### config.mk
export PLATFORM = sky130hd
export DESIGN_NAME = exc_commit_ctrl
export DESIGN_NICKNAME = d
export VERILOG_FILES = /design/src/rtl/exc_commit_ctrl.sv
export SDC_FILE = /design/constraint.sdc
export NUM_CORES = 1
export LEC_CHECK = 0
export CAP_MARGIN = 20
export CORE_MARGIN = 3
export CORE_UTILIZATION = 45
export DETAILED_ROUTE_END_ITERATION = 10
export DONT_BUFFER_PORTS = 1
export PLACE_DENSITY_LB_ADDON = 0.05
export SLEW_MARGIN = 20
export SYNTH_ARGS = -nofsm -noshare
export SYNTH_HDL_FRONTEND = slang
export SYNTH_SLANG_ARGS = --single-unit
### constraint.sdc
create_clock -name clk -period 2.2 [get_ports clk]
set_input_delay 0.44 -clock clk [delete_from_list [all_inputs] [get_ports clk]]
set_output_delay 0.44 -clock clk [all_outputs]
set_load 0.01 [all_outputs]
### src/rtl/exc_commit_ctrl.sv
// exc_commit_ctrl: exception / ertn commit sequencer between WB, the CSR file and IF.
// It resolves the WB instruction's exception sources by fixed priority, pulses the
// CSR commit strobe for one cycle, holds the pipe flushed, hands the new fetch PC
// to IF over a valid/ready redirect, and then drains for DRAIN_CYC cycles.
// Optional feature macro: EXC_INT_EN (when defined, has_int raises an interrupt event
// with the highest priority; when undefined, has_int is ignored).
module exc_commit_ctrl #(
    parameter int DRAIN_CYC = 2,
    parameter int PC_W      = 32
) (
    input  logic            clk,
    input  logic            resetn,
    input  logic            wb_valid,
    input  logic [PC_W-1:0] wb_pc,
    input  logic [4:0]      wb_exc,
    input  logic            wb_ertn,
    input  logic            has_int,
    input  logic [PC_W-1:0] ex_entry,
    input  logic [PC_W-1:0] ertn_entry,
    output logic            wb_ready,
    output logic            csr_wb_ex,
    output logic            csr_ertn_flush,
    output logic [5:0]      csr_ecode,
    output logic [8:0]      csr_esubcode,
    output logic [PC_W-1:0] csr_pc,
    output logic            pipe_flush,
    output logic            redirect_valid,
    output logic [PC_W-1:0] redirect_pc,
    input  logic            redirect_ready
);

    localparam int CNT_W = (DRAIN_CYC < 2) ? 1 : $clog2(DRAIN_CYC + 1);

    // wb_exc bit positions
    localparam int B_ADEF = 0;
    localparam int B_INE  = 1;
    localparam int B_SYS  = 2;
    localparam int B_BRK  = 3;
    localparam int B_ALE  = 4;

    typedef enum logic [1:0] {
        S_IDLE,
        S_COMMIT,
        S_REDIRECT,
        S_DRAIN
    } state_t;

    // Event captured in IDLE and replayed to the CSR file in COMMIT
    typedef struct packed {
        logic            is_ertn;
        logic [5:0]      ecode;
        logic [PC_W-1:0] pc;
    } evt_t;

    state_t          state_q, state_d;
    evt_t            evt_q, evt_d;
    logic [PC_W-1:0] target_q;
    logic [CNT_W-1:0] drain_cnt_q;
    logic            int_req;
    logic            evt_hit;

`ifdef EXC_INT_EN
    assign int_req = has_int;
`else
    logic int_unused;
    assign int_unused = has_int;
    assign int_req    = 1'b0;
`endif

    assign evt_hit = wb_valid & (int_req | (|wb_exc) | wb_ertn);

    // Priority resolve: INT > ADEF > INE > SYS > BRK > ALE > ERTN
    always_comb begin
        evt_d         = '0;
        evt_d.pc      = wb_pc;
        if (int_req)             evt_d.ecode = 6'h00;
        else if (wb_exc[B_ADEF]) evt_d.ecode = 6'h08;
        else if (wb_exc[B_INE])  evt_d.ecode = 6'h0D;
        else if (wb_exc[B_SYS])  evt_d.ecode = 6'h0B;
        else if (wb_exc[B_BRK])  evt_d.ecode = 6'h0C;
        else if (wb_exc[B_ALE])  evt_d.ecode = 6'h09;
        else                     evt_d.is_ertn = 1'b1;
    end

    // State register
    always_ff @(posedge clk or negedge resetn) begin
        if (!resetn) state_q <= S_IDLE;
        else         state_q <= state_d;
    end

    // Next state and state-decoded outputs
    always_comb begin
        state_d        = state_q;
        wb_ready       = 1'b0;
        csr_wb_ex      = 1'b0;
        csr_ertn_flush = 1'b0;
        csr_ecode      = '0;
        csr_esubcode   = '0;
        csr_pc         = '0;
        pipe_flush     = 1'b1;
        redirect_valid = 1'b0;
        redirect_pc    = '0;
        case (state_q)
            S_IDLE: begin
                wb_ready   = 1'b1;
                pipe_flush = 1'b0;
                if (evt_hit) state_d = S_COMMIT;
            end
            S_COMMIT: begin
                csr_wb_ex      = ~evt_q.is_ertn;
                csr_ertn_flush = evt_q.is_ertn;
                if (!evt_q.is_ertn) begin
                    csr_ecode = evt_q.ecode;
                    csr_pc    = evt_q.pc;
                end
                state_d = S_REDIRECT;
            end
            S_REDIRECT: begin
                redirect_valid = 1'b1;
                redirect_pc    = target_q;
                if (redirect_ready) state_d = (DRAIN_CYC == 0) ? S_IDLE : S_DRAIN;
            end
            S_DRAIN: begin
                if (drain_cnt_q <= CNT_W'(1)) state_d = S_IDLE;
            end
            default: state_d = S_IDLE;
        endcase
    end

    // Event latch, redirect target and drain counter
    always_ff @(posedge clk or negedge resetn) begin
        if (!resetn) begin
            evt_q       <= '0;
            target_q    <= '0;
            drain_cnt_q <= '0;
        end else begin
            if (state_q == S_IDLE && evt_hit) evt_q <= evt_d;
            if (state_q == S_COMMIT)
                target_q <= evt_q.is_ertn ? ertn_entry : ex_entry;
            if (state_q == S_REDIRECT)
                drain_cnt_q <= CNT_W'(DRAIN_CYC);
            else if (state_q == S_DRAIN)
                drain_cnt_q <= drain_cnt_q - CNT_W'(1);
        end
    end

endmodule

==> metrics.txt, run 1 <==
clk buf depth 2; synth unique cells 31; required time of the critical path 1.76 ns; Final min period 2.08 ns; Critical Path AT 1.64 ns; Synthesis Warnings 0; most frequent cell after synthesis dfrtp_1; fmax 481 MHz; reg2reg end evt_q[0]; Async SR Flop Fraction 100%; status complete, no violations; Worst VDD drop 0.000582 V; area grow syn2layout 10.7%; fin crit share 94.4%; post-synth top area cell dfrtp_1; DRC violations left 0; Slew @ Worst Pin 0.770 ns; Post-DP Area 0.00391 sq mm; Post-synth EDFFs 0; critical path class reg -> out; Leakage 0.00191 uW; gr ovfl total 0; starting density of the core 48.0%; #FFs+latches synth 73; Post-Route WL 7640 microns; max_cap viols 0; GP Congestion 0.751; top post-synthesis cells by area dfrtp_1 (48%), and2_1 (11%), mux2_4 (11%); R2R Path Start state_q[1]; routed length per instance 16.6 microns; Pwr Density 1530 mW/mm^2; clock buffer count from CTS 9; Hold Path Stages 1; Clock Skews 0.00741 ns; Post-synth top cells dfrtp_1 (73), and2_1 (69), a21oi_1 (35), nor2_1 (35), mux2i_1 (32); CTS tree built; Avg Synthesized Cell Area 11.0 sq um; antenna diode count 0; die area 0.00964 sq mm; Worst R2R Path Depth 6; sequential share of the synthesized area 47.8%; hold crit path type in -> reg; r2r setup slk 0.28 ns; Hold Path Origin wb_exc[0]; Setup crit end kind output pin; first-pass GRT wire length 11900 microns; DP HPWL 5430 microns; GRT Util Overall 15.5%; largest net degree at the start of global routing 74; max-slew violation count 0; critical path startpoint category flip-flop; Slew HR 48.6%; Syn Inst Count 346; Final Cell Area 0.00423 sq mm; final setup violation count 0; Min-Delay Endpoint evt_q[34]; H-tree Lvls 3; vias per cell 5.16; initial antenna violation count 0; crit-path max FO 37; Worst-Skew Late Latency 0.34 ns; Core ar. 0.00797 sq mm; CTS Root Cell clkbuf_8; Final Total Pwr 6490 uW; post-CTS setup buffers 0; PortBufs 0; clk slew on worst S/H paths 0.07 ns; clock net sink count 73; mapped cell area 0.00382 sq mm; number of global-route vias before repair 2359; # IOs 191; die height 98.2 microns; via count 2373; Final nets 465; top cell type's share of synthesized area 47.8%; Rows 32; die width 98.2 microns; Post-synth top flop dfrtp_1; layout cell share with drive strength beyond 1 20.7%; ANT nets after route 0; DR pass1 iterations 4; initial DRC count 63; Hold Vio Cnt, Final 0
## stage by stage
step	hold WS, ns	cells	setup WS (ns)	TNS [ns]	utilization, %
finish	0.213	460	0.123	0	53.1
global route	0.189	460	-0.0146	-0.0247	53.1
CTS	0.192	459	0.0527	0	52.9
detailed placement	0.146	441	0.0550	0	49.1
global placement	0.146	441	0.0992	0	49.1
floorplan	0.144	356	0.320	0	-
## cells by family after synthesis
group	count (synthesis)	synth area share, %
simple gates	114	16.5
compound gates	44	6.42
flops	73	47.8
xor+xnor	1	0.229
buf+inv	43	6.55
mux	65	20.8
other cells	1	0.0981
fa+ha+maj	5	1.64
## layer usage
metal | wire length [microns] | vias up | GRT usage, %
met1 | 3100 | 1101 | 18.9
met5 | 0 | - | 0
met4 | 127 | 0 | 6.41
met2 | 3550 | 119 | 23.9
met3 | 871 | 11 | 7.00
li1 | - | 1142 | -
## power breakdown
| part | switching (uW) | total, uW | internal [uW] |
|---|---|---|---|
| combinational | 1490 | 2840 | 1360 |
| sequential | 313 | 2330 | 2020 |
| clock | 471 | 1320 | 847 |
## flip-flops by register name, summed over array words and instances, names as in the netlist
register,cells
drain_cnt_q,2
evt_q,37
state_q,2
target_q,32
## worst max-delay path by stage
stage                          start          to  slack (ns)  cells past startpoint
after floorplan           state_q[1]  csr_pc[21]        0.32                      6
after global placement    state_q[0]    evt_q[0]         0.1                      6
after detailed placement  state_q[1]    evt_q[0]        0.06                      6
after CTS                 state_q[1]    evt_q[0]        0.05                      6
after global routing      state_q[1]  csr_pc[23]       -0.01                      6
final                     state_q[1]  csr_pc[23]        0.12                      6
## layout make-up
class                   count  area [sq um]
multi-input cells         241          1800
flip-flops and latches     73          1830
inverters                  11          41.3
clock inverters             4          97.6
fillers                   702          3740
clock buffers              12           165
well taps                 102           128
repair buffers             17           175
## timing repair
action | 4_1_cts | 5_1_grt
hold buffers | 2 | 0
pin swaps | 0 | 1
gates resized for setup | 1 | 3
gates cloned | 0 | 1
hold endpoints to repair | 73 | 0
endpoints found under the setup margin | 2 | 48
## cell usage in the layout, fill, tap and decap left out, types with 2 or more instances in the layout
cell type,instances
o32ai_1,3
buf_12,2
and2_1,68
buf_4,13
mux2i_1,32
nand2_1,3
bufinv_16,3
conb_1,11
nor2_4,2
inv_1,11
a21oi_1,35
dfrtp_1,72
mux2_2,6
nor2_1,35
ha_1,4
mux2_4,27
clkbuf_8,12
## worst max-delay path: stages, from the launching register on
cell     delay (ns)
dfrtp_1        0.38
inv_1          0.08
buf_4          0.10
ha_2           0.16
nor2b_2        0.18
buf_12         0.19
and2_1         0.22
Power figures use the tool's default switching activity.
==> inputs of run 2 (changes only) <==
--- a/config.mk
+++ b/config.mk
@@ -6,7 +6,7 @@
 export NUM_CORES = 1
 export LEC_CHECK = 0
 export CAP_MARGIN = 20
-export CORE_MARGIN = 3
+export CORE_MARGIN = 2
 export CORE_UTILIZATION = 45
 export DETAILED_ROUTE_END_ITERATION = 10
 export DONT_BUFFER_PORTS = 1
==> run 2 against run 1 <==
  * First-iteration DRC count is 22% higher
  * Flip-flop and latch count stayed put
  * Sequential power hardly changed
  * Die area is 4.0% lower
  * Clock power is 30% lower
  * Final cell count is 0.87% lower
  * Total power is 7.5% lower
  * Setup slack better by 0.036 ns
  * Combinational power is 4% lower
  * Register-to-register slack better by 0.17 ns
  * Global-route usage is 0.087 points higher
  * Critical endpoint is now redirect_pc[3]
  * Largest cell class unchanged
==> metrics.txt, run 2 (same netlist as run 1, synthesis figures left out) <==
status complete, no violations; fin crit share 92.8%; die width 96.2 microns; commonest non-fill, non-tap cell in the layout dfrtp_1; pre-CTS setup slack 0.396 ns; clock net sink count 73; CTS Root Cell clkbuf_8; vias per cell 5.12; H-tree Lvls 3; CTS tree built; Worst-Skew Late Latency 0.35 ns; met2 track demand over resource 23.0%; required time of the critical path 1.76 ns; Final min period 2.04 ns; ANT nets after route 0; Worst VDD drop 0.000539 V; crit-path max FO 18; busiest grt layer met2; die height 96.2 microns; Core ar. 0.00822 sq mm; hold-fix buffer count after cts 2; initial DRC count 77; clock buffer count from CTS 9; starting density of the core 46.5%; # IOs 191; Rows 33; Clock Skews 0.0117 ns; final design utilization 49.8%; Setup crit end kind output pin; GP Congestion 0.752; Top Registers evt_q (37), target_q (32); max reg flops 37; hold_ws 0.202 ns; gr ovfl total 0; hold crit path type in -> reg; Post-Route WL 7490 microns; first-pass GRT wire length 10700 microns; fillers 751; met1 Track Usage GR 19.7%; PortBufs 0; post-CTS setup buffers 0; final setup violation count 0; initial antenna violation count 0; Reg with most FFs evt_q; DP HPWL 5150 microns; met3 Use GR 6.26%; routed length per instance 16.4 microns; post-route setup TNS 0 ns; Slew HR 64.8%; clk buf depth 2; Hold Vio Cnt, Final 0; max_cap viols 0; antenna diode count 0; largest net degree at the start of global routing 74; DR pass1 iterations 4; area grow syn2layout 7.04%; max-slew violation count 0; GRT Util Overall 15.6%; Worst R2R Path Depth 6; number of global-route vias before repair 2164; Pwr Density 1470 mW/mm^2; fmax 490 MHz; DRC violations left 0; clk slew on worst S/H paths 0.07 ns; critical path class reg -> out; layout cell share with drive strength beyond 1 18.5%; Leakage 0.00183 uW; die area 0.00925 sq mm; Hold Path Stages 1; RSZ-0062 raised after global routing false; Slew @ Worst Pin 0.528 ns; worst setup margin 0.159 ns; critical path startpoint category flip-flop; Critical Path AT 1.60 ns; highest-count cells in the layout ignoring fill and taps dfrtp_1 (72), and2_1 (69), nor2_1 (35), a21oi_1 (35), mux2i_1 (32); post_cts resized 0; via count 2333; Final nets 458
run 2: worst max-delay path: stages (launching register included):
cell and delay, ns:
dfrtp_1 0.42, inv_1 0.09, ha_1 0.27, buf_4 0.25, and2_1 0.22
run 2: metal layers:
metal,vias to the layer above,wire length (microns),part of all wire (%)
li1,1123,-,-
met1,1077,3160,42
met2,117,3310,44
met3,16,816,11
met4,0,202,2.7
met5,-,0,0
run 2: final timing paths:
path,start,end,slack (ns)
worst max-delay path,state_q[0],redirect_pc[3],0.16
worst min-delay path,wb_exc[0],evt_q[32],0.20
worst max register to register,state_q[0],evt_q[0],0.45
worst min register to register,evt_q[35],evt_q[35],0.48
max in group asynchronous,resetn,evt_q[38],1.25
min in group asynchronous,resetn,evt_q[7],0.64
run 2: power by group:
group / internal, uW / total, uW / switching (uW)
clock: 411 / 927 / 516
combinational: 1290 / 2740 / 1450
sequential: 2010 / 2330 / 320
total: 3710 / 6000 / 2290
run 2: area by class of cell:
cell class / instances / area [sq um] / share of cell area, %
clock inverters: 6 / 45.0 / 1.10
multi-input cells: 240 / 1790 / 43.7
clock buffers: 10 / 128 / 3.12
well taps: 105 / 131 / 3.21
flip-flops and latches: 73 / 1830 / 44.7
inverters: 11 / 41.3 / 1.01
repair buffers: 11 / 130 / 3.18
run 2: per-stage QoR:
| step | std cells | cell area (sq um) | power [uW] |
|---|---|---|---|
| floorplan | 356 | 3860 | 4630 |
| finish | 456 | 4090 | 6000 |
| global placement | 438 | 3880 | 5060 |
| global route | 456 | 4090 | 6490 |
| CTS | 456 | 4090 | 6100 |
| detailed placement | 438 | 3880 | 5120 |
